`config.mk`:
```
export PLATFORM = sky130hd
export DESIGN_NAME = uart_rx_fifo
export DESIGN_NICKNAME = d
export VERILOG_FILES = /design/src/rtl/uart_rx_fifo.sv
export SDC_FILE = /design/constraint.sdc
export NUM_CORES = 1
export LEC_CHECK = 0
export ABC_AREA = 1
export ABC_CLOCK_PERIOD_IN_PS = 5500
export BUFFER_PORTS_ARGS = -buffer_cell sky130_fd_sc_hd__buf_2
export CORE_UTILIZATION = 60
export DETAILED_ROUTE_END_ITERATION = 16
export HOLD_SLACK_MARGIN = 0.08
export PLACE_DENSITY = 0.83
export SETUP_SLACK_MARGIN = 0.5
export SLEW_MARGIN = 40
export SYNTH_ARGS = -nofsm -noshare
export SYNTH_HDL_FRONTEND = slang
export SYNTH_SLANG_ARGS = --single-unit
```
`constraint.sdc`:
```
create_clock -name clk -period 5.5 [get_ports clk]
set_input_delay 0.55 -clock clk [delete_from_list [all_inputs] [get_ports clk]]
set_output_delay 0.55 -clock clk [all_outputs]
set_load 0.01 [all_outputs]
```
`src/rtl/uart_rx_fifo.sv`:
```
// Receive-side byte buffer behind the UART receiver.
// Captures one byte per rising edge of rx_done into a circular FIFO and
// presents the head entry first-word-fall-through. Tracks occupancy, a sticky
// overflow flag and a saturating dropped-byte counter.
// Note: rst_n is active-high despite its name (1 = reset).
module uart_rx_fifo #(
    parameter int DATA_W = 8,
    parameter int DEPTH  = 16,
    parameter int ADDR_W = 4
) (
    input  logic              clk,
    input  logic              rst_n,
    input  logic [DATA_W-1:0] rx_data,
    input  logic              rx_done,
    input  logic              rd_en,
    input  logic              clr_ovf,
    output logic [DATA_W-1:0] rd_data,
    output logic              empty,
    output logic              full,
    output logic [ADDR_W:0]   count,
    output logic              overflow,
    output logic [7:0]        drop_cnt
);

    localparam int CW = ADDR_W + 1;
    localparam logic [ADDR_W:0] CNT_FULL = CW'(DEPTH);
    localparam logic [ADDR_W:0] CNT_ONE  = CW'(1);
    localparam logic [ADDR_W-1:0] PTR_ONE = ADDR_W'(1);

    logic [DATA_W-1:0] mem_q [DEPTH];

    logic [ADDR_W-1:0] wr_ptr_q, wr_ptr_d;
    logic [ADDR_W-1:0] rd_ptr_q, rd_ptr_d;
    logic [ADDR_W:0]   count_q, count_d;
    logic              rx_done_q;
    logic              overflow_q, overflow_d;
    logic [7:0]        drop_cnt_q, drop_cnt_d;

    logic wr_stb;
    logic rd_acc;
    logic wr_acc;
    logic drop;

    assign empty    = (count_q == '0);
    assign full     = (count_q == CNT_FULL);
    assign count    = count_q;
    assign overflow = overflow_q;
    assign drop_cnt = drop_cnt_q;
    assign rd_data  = empty ? '0 : mem_q[rd_ptr_q];

    // A full FIFO still takes a write when a read frees the head slot in the same cycle.
    assign wr_stb = rx_done & ~rx_done_q;
    assign rd_acc = rd_en & ~empty;
    assign wr_acc = wr_stb & (~full | rd_acc);
    assign drop   = wr_stb & full & ~rd_acc;

    // Next-state for pointers, occupancy and overflow statistics; clear beats a same-cycle drop.
    always_comb begin
        wr_ptr_d   = wr_ptr_q;
        rd_ptr_d   = rd_ptr_q;
        count_d    = count_q;
        overflow_d = overflow_q;
        drop_cnt_d = drop_cnt_q;

        if (wr_acc) wr_ptr_d = wr_ptr_q + PTR_ONE;
        if (rd_acc) rd_ptr_d = rd_ptr_q + PTR_ONE;

        case ({wr_acc, rd_acc})
            2'b10:   count_d = count_q + CNT_ONE;
            2'b01:   count_d = count_q - CNT_ONE;
            default: count_d = count_q;
        endcase

        if (clr_ovf) begin
            overflow_d = 1'b0;
            drop_cnt_d = 8'd0;
        end else if (drop) begin
            overflow_d = 1'b1;
            if (drop_cnt_q != 8'hFF) drop_cnt_d = drop_cnt_q + 8'd1;
        end
    end

    // Control registers; rx_done_q resets high so a done level held across reset is not captured.
    always_ff @(posedge clk or posedge rst_n) begin
        if (rst_n) begin
            wr_ptr_q   <= '0;
            rd_ptr_q   <= '0;
            count_q    <= '0;
            rx_done_q  <= 1'b1;
            overflow_q <= 1'b0;
            drop_cnt_q <= 8'd0;
        end else begin
            wr_ptr_q   <= wr_ptr_d;
            rd_ptr_q   <= rd_ptr_d;
            count_q    <= count_d;
            rx_done_q  <= rx_done;
            overflow_q <= overflow_d;
            drop_cnt_q <= drop_cnt_d;
        end
    end

    // Storage array, intentionally not reset.
    always_ff @(posedge clk) begin
        if (wr_acc) mem_q[wr_ptr_q] <= rx_data;
    end

endmodule

```
==> results of run 1 <==
flip-flops by register name (all words and copies together), names as in the netlist:
| register | cells |
|---|---|
| rd_ptr_q | 4 |
| overflow | 1 |
| wr_ptr_q | 4 |
| drop_cnt | 8 |
| rx_done_q | 1 |
| mem_q | 128 |
| count | 5 |
metrics by stage:
| step | power (mW) | setup WS (ns) | instances | hold slack [ns] | util |
|---|---|---|---|---|---|
| 4_1_cts | 3.66 | 1.83 | 710 | 0.123 | 0.700 |
| 5_1_grt | 3.85 | 1.72 | 710 | 0.129 | 0.700 |
| 6_report | 3.68 | 1.75 | 710 | 0.137 | 0.700 |
| 3_5_place_dp | 2.58 | 2.40 | 677 | 0.503 | 0.646 |
| 2_1_floorplan | 2.24 | 3.44 | 527 | 0.501 | - |
| 3_3_place_gp | 2.52 | 2.30 | 677 | 0.482 | 0.643 |
logic make-up after synthesis:
group	Yosys count	synth area share
and+or+nand+nor	182	0.130
adders and majority gates	8	0.0157
DFF	151	0.693
xor gates and xnor gates	12	0.0165
AOI/OAI and AO/OA	120	0.111
buffers and inverters	54	0.0340
final timing paths:
path                             start           to  slack (ns)  cells after the start
hold / removal                 rx_done    rx_done_q        0.14                      1
min in group asynchronous        rst_n  drop_cnt[7]        0.61                      3
max in group asynchronous        rst_n  rd_ptr_q[0]        4.51                      3
setup / recovery           rd_ptr_q[2]   rd_data[2]        1.75                      5
setup reg to reg           rd_ptr_q[2]  rd_ptr_q[3]        3.09                      3
hold reg to reg               count[4]     count[4]        0.51                      2
metal layers:
metal | vias up | track usage
li1 | 1976 | -
met2 | 330 | 0.428
met5 | - | 0
met3 | 31 | 0.0661
met4 | 0 | 0.116
met1 | 2087 | 0.380
where the power goes:
group | switching [mW] | internal (mW) | leakage [nW]
combinational | 0.720 | 0.357 | 0.899
clock | 0.491 | 0.573 | 0.266
sequential | 0.197 | 1.34 | 1.44
total | 1.41 | 2.27 | 2.61
layout by cell type (no fill, tap or decap), types with 2 or more instances in the layout:
master / n
buf_4: 2
o22ai_1: 8
a21oi_1: 12
edfxtp_1: 128
buf_2: 36
inv_2: 4
o221ai_1: 24
clkinvlp_4: 2
nor2_2: 16
clkinv_4: 3
inv_1: 23
nor2_1: 87
inv_8: 3
dfrtp_1: 20
clkinv_1: 2
nand4_1: 5
nand3_1: 27
nor3_1: 2
nand2_4: 3
ha_1: 8
inv_6: 6
clkbuf_16: 16
nor2_4: 4
xor2_1: 11
o21ai_0: 74
nand2_1: 34
final cells by class:
cell class | instances | area (sq um) | share of cell area
clock buffer | 17 | 414 | 0.0573
clock inverter | 15 | 133 | 0.0183
inverter | 30 | 115 | 0.0159
multi-input combinational | 322 | 1770 | 0.244
sequential | 151 | 4430 | 0.612
tap | 136 | 170 | 0.0235
timing repair buffer | 39 | 205 | 0.0284
what timing repair did:
item	4_1_cts	5_1_grt
hold buffers	1	0
buffers inserted	0	0
hold endpoints to repair	22	0
==> qor.yml, run 1 <==
arrival_ns: 3.20
diodes: 0
ys_warn_count: 0
synthTopCellsByCount: "edfxtp_1 (128), nor2_1 (98), o21ai_0 (74), nand2_1 (34), nand3_1 (27)"
postRouteAntennaNets: 0
synth.distinct_cells: 30
cap_violations: 0
synth_top_area_frac: 0.603
vias: 4424
die-area_sq_mm: 0.0110
cts_resized: 0
clkLatencyLatePin_ns: 0.52
ios: 37
gp_congestion: 0.852
grtUsageTotal: 0.277
hold_violations: 0
start_util: 0.618
slew_headroom: 0.442
cp_max_fo: 18
crit_chain: "clkinv_1, o221ai_1, nand3_1, a21oi_1, buf_2"
synthArstFlopShare: 0.152
fin_area_sq_mm: 0.00723
synth.most_common_cell: "edfxtp_1"
wl_met1_mm: 5.63
fmax_mhz: 266
fillers: 684
wl_per_cell_microns: 20.4
yosysTopAreaCell: "edfxtp_1"
dieHeight_microns: 105
clk_path_buf_depth: 2
drive_gt1_frac: 0.183
min_path_type: "in2reg"
syn_area_sq_mm: 0.00637
power_density_mw_per_mm2: 509
die-width_microns: 105
clk_pin_slew_worst_paths_ns: 0.06
place_area_sq_mm: 0.00667
synth.area.top_cells: "edfxtp_1 (60%), dfrtp_1 (8.6%), o21ai_0 (5.8%), nor2_1 (5.8%), o221ai_1 (3.3%)"
htree_levels: 4
cp_top_family: "buffers and inverters"
routed_wl_mm: 14.5
seq_area_frac_synth: 0.693
top_layer: "met4"
worst_path_max_delay_cell: "dfrtp_1"
synth_edf_count: 128
drc_errors: 0
core_area_sq_mm: 0.0103
wl_met3_mm: 1.78
grt_first_pass_wirelength_mm: 22.5
rows: 37
drtPass1Iterations: 6
wl_met2_mm: 6.79
finalSetupViolCount: 0
slew_violations: 0
p_leak_nw: 2.61
endpoint_kind: "primary output"
syn_nets: 548
clock-root-buffer: "clkbuf_8"
antenna_found_initial: 0
cp-start-kind: "flip-flop"
vias_per_cell: 6.23
cts_made_buffers: 17
vdd_drop_max_mv: 0.290
ys_ff_latch: 151
grt-ovfl-total: 0
rsz0062_at_grt: "false"
syn_avg_cell_area_sq_um: 12.1
timing.final.crit_share: 0.683
hpwl_mm: 8.58
cp_slowest_stage_delay_ns: 0.87
worst-setup-path-type: "reg2out"
drtIter0Drc: 600
crit_buf_inv: 2
final_nets: 582
tightestPinTransition_ns: 0.835
grt_max_degree: 67
timing.setup.tns_ns: 0
grt_pass1_vias: 4269
syn-instance-count: 527
syn_to_final_growth_pct: 13.4
clock-sinks: 151
cp.required_ns: 4.95
synth_ff_type: "edfxtp_1"
skew_ns: 0.00648
period_minus_slack_ns: 3.75
cts_tree: "done"
outcome: "completed"
port_buffers: 36
(Power assumes the default switching activity.)
==> inputs of run 2 (changes only) <==
--- a/config.mk
+++ b/config.mk
@@ -5,8 +5,8 @@
 export SDC_FILE = /design/constraint.sdc
 export NUM_CORES = 1
 export LEC_CHECK = 0
-export ABC_AREA = 1
-export ABC_CLOCK_PERIOD_IN_PS = 5500
+export ABC_AREA = 0
+export ABC_CLOCK_PERIOD_IN_PS = 3950
 export BUFFER_PORTS_ARGS = -buffer_cell sky130_fd_sc_hd__buf_2
 export CORE_UTILIZATION = 60
 export DETAILED_ROUTE_END_ITERATION = 16
==> constraint.sdc (replaced) <==
create_clock -name clk -period 3.95 [get_ports clk]
set_input_delay 0.395 -clock clk [delete_from_list [all_inputs] [get_ports clk]]
set_output_delay 0.395 -clock clk [all_outputs]
set_load 0.01 [all_outputs]
==> run 2 against run 1 <==
Flip-flop and latch count unchanged. Total power rose by 37%. Routed wire length is 13% lower.
==> qor.yml, run 2 <==
final_cells: 542  # was 710
rows: 36  # was 37
drc_errors: 0  # unchanged
synthArstFlopShare: 0.152  # unchanged
syn_avg_cell_area_sq_um: 17.6  # was 12.1 sq um
slew_headroom: 0.436  # was 0.442
synth.most_common_cell: "edfxtp_1"  # unchanged
final_cell_mix: "edfxtp_1 (128), buf_2 (36), mux4_2 (32)"  # was edfxtp_1 (128), nor2_1 (87), o21ai_0 (74)
cp.required_ns: 3.56  # was 4.95 ns
clock-root-buffer: "clkbuf_8"  # unchanged
synth-simple-area-share: 0.0594  # was 0.130
synthAdderAreaFrac: 0.0162  # was 0.0157
syn-instance-count: 351  # was 527
clk_path_buf_depth: 2  # unchanged
min_path_type: "in2reg"  # unchanged
routed_wl_mm: 12.6  # was 14.5 mm
clock-sinks: 151  # unchanged
seq_area_frac_synth: 0.714  # was 0.693
fmax_mhz: 316
period_minus_slack_ns: 3.16
cap_violations: 0  # unchanged
clk_pin_slew_worst_paths_ns: 0.06  # about the same
grt_first_pass_wirelength_mm: 19.6  # was 22.5 mm
critical_path.startpoint: "rd_ptr_q[0]"  # was rd_ptr_q[2]
cts_tree: "done"  # unchanged
syn_area_sq_mm: 0.00619  # was 0.00637 sq mm
arrival_ns: 2.77  # was 3.20 ns
synth.area.top_cells: "edfxtp_1 (62%), mux4_2 (12%), dfrtp_1 (8.9%), a22oi_1 (1.9%), ha_1 (1.6%)"  # was edfxtp_1 (60%), dfrtp_1 (8.6%), o21ai_0 (5.8%), nor2_1 (5.8%), o221ai_1 (3.3%)
r2r_slack_ns: 1.25  # was 3.09 ns
cp_max_fo: 19  # was 18
timing.setup.tns_ns: 0  # unchanged
synth_ff_type: "edfxtp_1"  # unchanged
ios: 37  # unchanged
synth-xor-area-share: 0.0184  # was 0.0165
syn_to_final_growth_pct: 15.5  # was 13.4%
cts_setup_buffers: 0  # unchanged
crit_path_end: "rd_data[7]"  # was rd_data[2]
synth.distinct_cells: 42  # was 30
vias_per_cell: 6.23  # about the same
vias: 3377  # was 4424
synth_edf_count: 128  # unchanged
final_nets: 418  # was 582
reg2reg_depth: 11  # was 3
hold_buffers: 2  # was 1
largest_reg_flops: 128  # unchanged
cts_made_buffers: 17  # unchanged
diodes: 0  # unchanged
ys_ff_latch: 151  # unchanged
clkLatencyLatePin_ns: 0.54  # was 0.52 ns
outcome: "completed"  # unchanged
cts_resized: 0  # unchanged
worst-setup-path-type: "reg2out"  # unchanged
synthTopCellsByCount: "edfxtp_1 (128), mux4_2 (32), nor2_1 (26), dfrtp_1 (22), nand2_1 (17)"  # was edfxtp_1 (128), nor2_1 (98), o21ai_0 (74), nand2_1 (34), nand3_1 (27)
final_common_cell: "edfxtp_1"  # unchanged
synth_top_area_frac: 0.621  # was 0.603
synth_mux_area_frac: 0.123  # was 0
top_register: "mem_q"  # unchanged
rsz0062_at_grt: "false"  # unchanged
ys_warn_count: 0  # unchanged
syn_nets: 372  # was 548
cp-start-kind: "flip-flop"  # unchanged
synth_compound_area_frac: 0.0499  # was 0.111
dieHeight_microns: 104  # was 105 microns
htree_levels: 4  # unchanged
die-area_sq_mm: 0.0107  # was 0.0110 sq mm
r2r_start: "count[1]"  # was rd_ptr_q[2]
slew_violations: 0  # unchanged
grt_pass1_vias: 3465  # was 4269
hold_violations: 0  # unchanged
drtIter0Drc: 340  # was 600
port_buffers: 36  # unchanged
drive_gt1_frac: 0.296  # was 0.183
die-width_microns: 104  # was 105 microns
grt_max_degree: 27  # was 67
finalSetupViolCount: 0  # unchanged
core_area_sq_mm: 0.00986  # was 0.0103 sq mm
vdd_drop_max_mv: 0.454  # was 0.290 mV
total_power_mw: 5.06  # was 3.68 mW
postRouteAntennaNets: 0  # unchanged
grtUsageTotal: 0.258  # was 0.277
skew_ns: 0.0143  # was 0.00648 ns
grt-ovfl-total: 0  # unchanged
synth_top_family_by_area: "multiplexers"  # was simple AND/OR/NAND/NOR gates
antenna_found_initial: 0  # unchanged
p_leak_nw: 2.50  # was 2.61 nW
dpl.cell_count: 509  # was 677
gp_congestion: 0.804  # was 0.852
drtPass1Iterations: 5  # was 6
hpwl_mm: 7.69  # was 8.58 mm
endpoint_kind: "primary output"  # unchanged
tightestPinTransition_ns: 0.842  # was 0.835 ns
r2r-end: "count[4]"  # was rd_ptr_q[3]
timing.final.crit_share: 0.801
yosysTopAreaCell: "edfxtp_1"  # unchanged
power_density_mw_per_mm2: 707  # was 509 mW/mm^2
wl_per_cell_microns: 23.3  # was 20.4 microns
start_util: 0.627  # was 0.618
-- run 2: through the flow --
| step | hold WS (ns) | utilization | setup slack (ns) | instance area (sq um) |
|---|---|---|---|---|
| after floorplan | 0.396 | - | 1.43 | 6190 |
| after global placement | 0.476 | 0.659 | 1.36 | 6500 |
| after detailed placement | 0.450 | 0.659 | 1.25 | 6500 |
| after CTS | 0.133 | 0.723 | 0.718 | 7130 |
| after global routing | 0.134 | 0.725 | 0.634 | 7150 |
| final | 0.138 | 0.725 | 0.786 | 7150 |
-- run 2: final cells by class --
cell class / count / area, sq um
Clock buffer: 18 / 418
Clock inverter: 13 / 193
Fill cell: 566 / 2720
Inverter: 7 / 26.3
Multi-Input combinational cell: 175 / 1670
Sequential cell: 151 / 4420
Tap cell: 133 / 166
Timing Repair Buffer: 45 / 253
-- run 2: per-layer routing --
metal  up-vias  global-route usage  wire, microns  part of all wire
li1       1476                   -              -                 -
met1      1712               0.327           4770              0.38
met2       165               0.426           6640              0.53
met3        24              0.0642            912             0.072
met4         0               0.116            309             0.024
met5         -                   0              0                 0
-- run 2: cells by family (layout without fill, tap and decap cells) --
kind of cell | count (synthesis) | in the layout
AND/OR/NAND/NOR | 73 | 73
buffers and inverters | 25 | 83
multiplexers | 36 | 36
adder cells (fa/ha/maj) | 8 | 8
AO/OA/AOI/OAI | 45 | 45
XOR/XNOR | 13 | 13
flip-flops | 151 | 151
-- run 2: power by group --
group	internal, mW	leakage [nW]	switching (mW)
clock	1.03	0.294	0.642
combinational	0.619	0.760	0.689
sequential	1.87	1.44	0.205
total	3.52	2.50	1.54
-- run 2: critical path, cell delays in order (launching register included) --
cell and delay, ns:
dfrtp_2 0.76, buf_4 0.34, mux4_2 0.53, a22oi_1 0.28
a21oi_1 0.14, buf_2 0.17
-- run 2: how the worst min path moves through the flow --
stage / to / cells after the start / start
floorplan: count[0] / 1 / rst_n
global placement: overflow / 2 / overflow
CTS: drop_cnt[5] / 2 / clr_ovf
finish: drop_cnt[5] / 2 / clr_ovf
global route: drop_cnt[5] / 2 / clr_ovf
detailed placement: drop_cnt[4] / 2 / rst_n
==> inputs of run 3 (changes only) <==
--- a/config.mk
+++ b/config.mk
@@ -6,12 +6,12 @@
 export NUM_CORES = 1
 export LEC_CHECK = 0
 export ABC_AREA = 0
-export ABC_CLOCK_PERIOD_IN_PS = 3950
+export ABC_CLOCK_PERIOD_IN_PS = 2590
 export BUFFER_PORTS_ARGS = -buffer_cell sky130_fd_sc_hd__buf_2
-export CORE_UTILIZATION = 60
+export CORE_UTILIZATION = 54
 export DETAILED_ROUTE_END_ITERATION = 16
 export HOLD_SLACK_MARGIN = 0.08
-export PLACE_DENSITY = 0.83
+export PLACE_DENSITY = 0.79
 export SETUP_SLACK_MARGIN = 0.5
 export SLEW_MARGIN = 40
 export SYNTH_ARGS = -nofsm -noshare
==> constraint.sdc (replaced) <==
create_clock -name clk -period 2.59 [get_ports clk]
set_input_delay 0.259 -clock clk [delete_from_list [all_inputs] [get_ports clk]]
set_output_delay 0.259 -clock clk [all_outputs]
set_load 0.01 [all_outputs]
==> run 3 against run 2 <==
Utilization fell by 3.1 points. First-iteration DRC count up 7.6%. Non-clock buffer count rose by 39. Sequential power increased by 47%. Largest power group unchanged. Critical path type unchanged. Via count up 4.7%. Routed wire length is 0.30% lower. Combinational power increased by 95%.
==> qor.yml, run 3 (same netlist as run 2, synthesis figures left out) <==
cp_top_family: "multiplexers"  # was flip-flops
worst-setup-path-type: "reg2out"  # unchanged
syn_to_final_growth_pct: 23.1  # was 15.5%
core_area_sq_mm: 0.0110  # was 0.00986 sq mm
htree_levels: 4  # unchanged
timing.setup.tns_ns: 0  # unchanged
die-area_sq_mm: 0.0119  # was 0.0107 sq mm
gp_congestion: 0.857  # was 0.804
grt-ovfl-total: 0  # unchanged
skew_ns: 0.0112  # was 0.0143 ns
drc_errors: 0  # unchanged
period_minus_slack_ns: 2.39
antenna_found_initial: 0  # unchanged
min_path_type: "in2reg"  # unchanged
rows: 38  # was 36
arrival_ns: 2.14  # was 2.77 ns
slew_headroom: 0.553  # was 0.436
worst_path_max_delay_cell: "mux4_2"  # was dfrtp_2
start_util: 0.564  # was 0.627
drtPass1Iterations: 4  # was 5
vias: 3536  # was 3377
clk_path_buf_depth: 2  # unchanged
clock-sinks: 151  # unchanged
die-width_microns: 109  # was 104 microns
fmax_mhz: 418
cp_max_fo: 14  # was 19
wl_per_cell_microns: 21.4  # was 23.3 microns
cp-start-kind: "flip-flop"  # unchanged
cp.required_ns: 2.33  # was 3.56 ns
cp_slowest_stage_delay_ns: 0.53  # was 0.76 ns
rsz0062_at_grt: "true"  # was false
routed_wl_mm: 12.6  # about the same
finalSetupViolCount: 0  # unchanged
grtUsageTotal: 0.233  # was 0.258
hpwl_mm: 7.44  # was 7.69 mm
drtIter0Drc: 366  # was 340
postRouteAntennaNets: 0  # unchanged
grt_pass1_vias: 3518  # was 3465
cap_violations: 0  # unchanged
top_register: "mem_q"  # unchanged
timing.final.crit_share: 0.924
clk_pin_slew_worst_paths_ns: 0.06  # about the same
utilization: 0.694  # was 0.725
p_leak_nw: 2.73  # was 2.50 nW
ios: 37  # unchanged
grt_max_degree: 26  # was 27
final_common_cell: "edfxtp_1"  # unchanged
grt_first_pass_wirelength_mm: 19.4  # was 19.6 mm
outcome: "completed"  # unchanged
cts_tree: "done"  # unchanged
drive_gt1_frac: 0.405  # was 0.296
vdd_drop_max_mv: 0.715  # was 0.454 mV
clock-root-buffer: "clkbuf_16"  # was clkbuf_8
crit_buf_inv: 3  # was 2
final_nets: 457  # was 418
diodes: 0  # unchanged
slew_violations: 0  # unchanged
clkLatencyLatePin_ns: 0.42  # was 0.54 ns
endpoint_kind: "primary output"  # unchanged
path_common_cell: "buf_12"
tightestPinTransition_ns: 0.668  # was 0.842 ns
vias_per_cell: 6.00  # was 6.23
final_cell_mix: "edfxtp_1 (128), buf_4 (43), buf_2 (36)"  # was edfxtp_1 (128), buf_2 (36), mux4_2 (32)
cts_made_buffers: 17  # unchanged
fillers: 691  # was 566
hold_violations: 0  # unchanged
fin_area_sq_mm: 0.00762  # was 0.00715 sq mm
port_buffers: 36  # unchanged
largest_reg_flops: 128  # unchanged
crit_chain: "buf_12, buf_12, mux4_2, a22oi_2, a21oi_1, buf_2"  # was buf_4, mux4_2, a22oi_1, a21oi_1, buf_2
power_density_mw_per_mm2: 1060  # was 707 mW/mm^2
place_area_sq_mm: 0.00664  # was 0.00650 sq mm
dieHeight_microns: 109  # was 104 microns
==> run 3: final timing paths <==
kind	cells after the start	slack, ns	startpoint	to
worst max-delay path	6	0.20	rd_ptr_q[0]	rd_data[6]
worst min-delay path	2	0.12	clr_ovf	drop_cnt[5]
worst max register to register	11	0.41	count[0]	count[4]
worst min register to register	1	0.56	drop_cnt[6]	drop_cnt[6]
max in group asynchronous	3	1.80	rst_n	count[3]
min in group asynchronous	3	0.42	rst_n	drop_cnt[3]
==> run 3: timing repair <==
item | 4_1_cts | 5_1_grt
gates resized for setup | 23 | 11
pin swaps | 8 | 11
hold endpoints to repair | 23 | 0
endpoints found under the setup margin | 9 | 140
hold buffers | 2 | 0
buffers inserted | 12 | 12
==> run 3: where the power goes <==
part	internal (mW)	switching (mW)	total, mW
clock network	1.55	0.936	2.49
logic	1.27	1.28	2.55
registers	2.86	0.192	3.05
==> run 3: layout make-up <==
cell class | count | area [sq um] | share of cell area
Clock buffer | 25 | 539 | 0.0708
Clock inverter | 7 | 76.3 | 0.0100
Multi-Input combinational cell | 175 | 1790 | 0.235
Tap cell | 140 | 175 | 0.0230
Timing Repair Buffer | 84 | 583 | 0.0765
Sequential cell | 151 | 4430 | 0.581
Inverter | 7 | 26.3 | 0.00345
==> run 3: worst register-to-register path: stages (launching register included) <==
cell and delay, ns:
dfrtp_2 0.42, nor4_4 0.32, nand2_2 0.11, inv_2 0.09
or3_4 0.13, nand2_4 0.05, ha_4 0.17, o31ai_4 0.17
nand2_1 0.08, o32a_1 0.35, o31ai_2 0.08, xnor2_1 0.15
==> run 3: through the flow <==
stage                     cells  power (mW)  hold WS, ns  setup WS, ns
after global placement      531        5.12        0.386         0.282
after global routing        589        8.42        0.117         0.159
after detailed placement    531        5.18        0.315         0.104
after floorplan             351        4.57        0.260         0.307
final                       589        8.09        0.118         0.196
after CTS                   577        7.90        0.109         0.205
==> run 3: routing by layer <==
metal,vias to the layer above,part of all wire,global-route usage
met5,-,0,0
li1,1555,-,-
met3,21,0.056,0.0580
met4,0,0.023,0.0946
met2,139,0.52,0.383
met1,1821,0.41,0.298
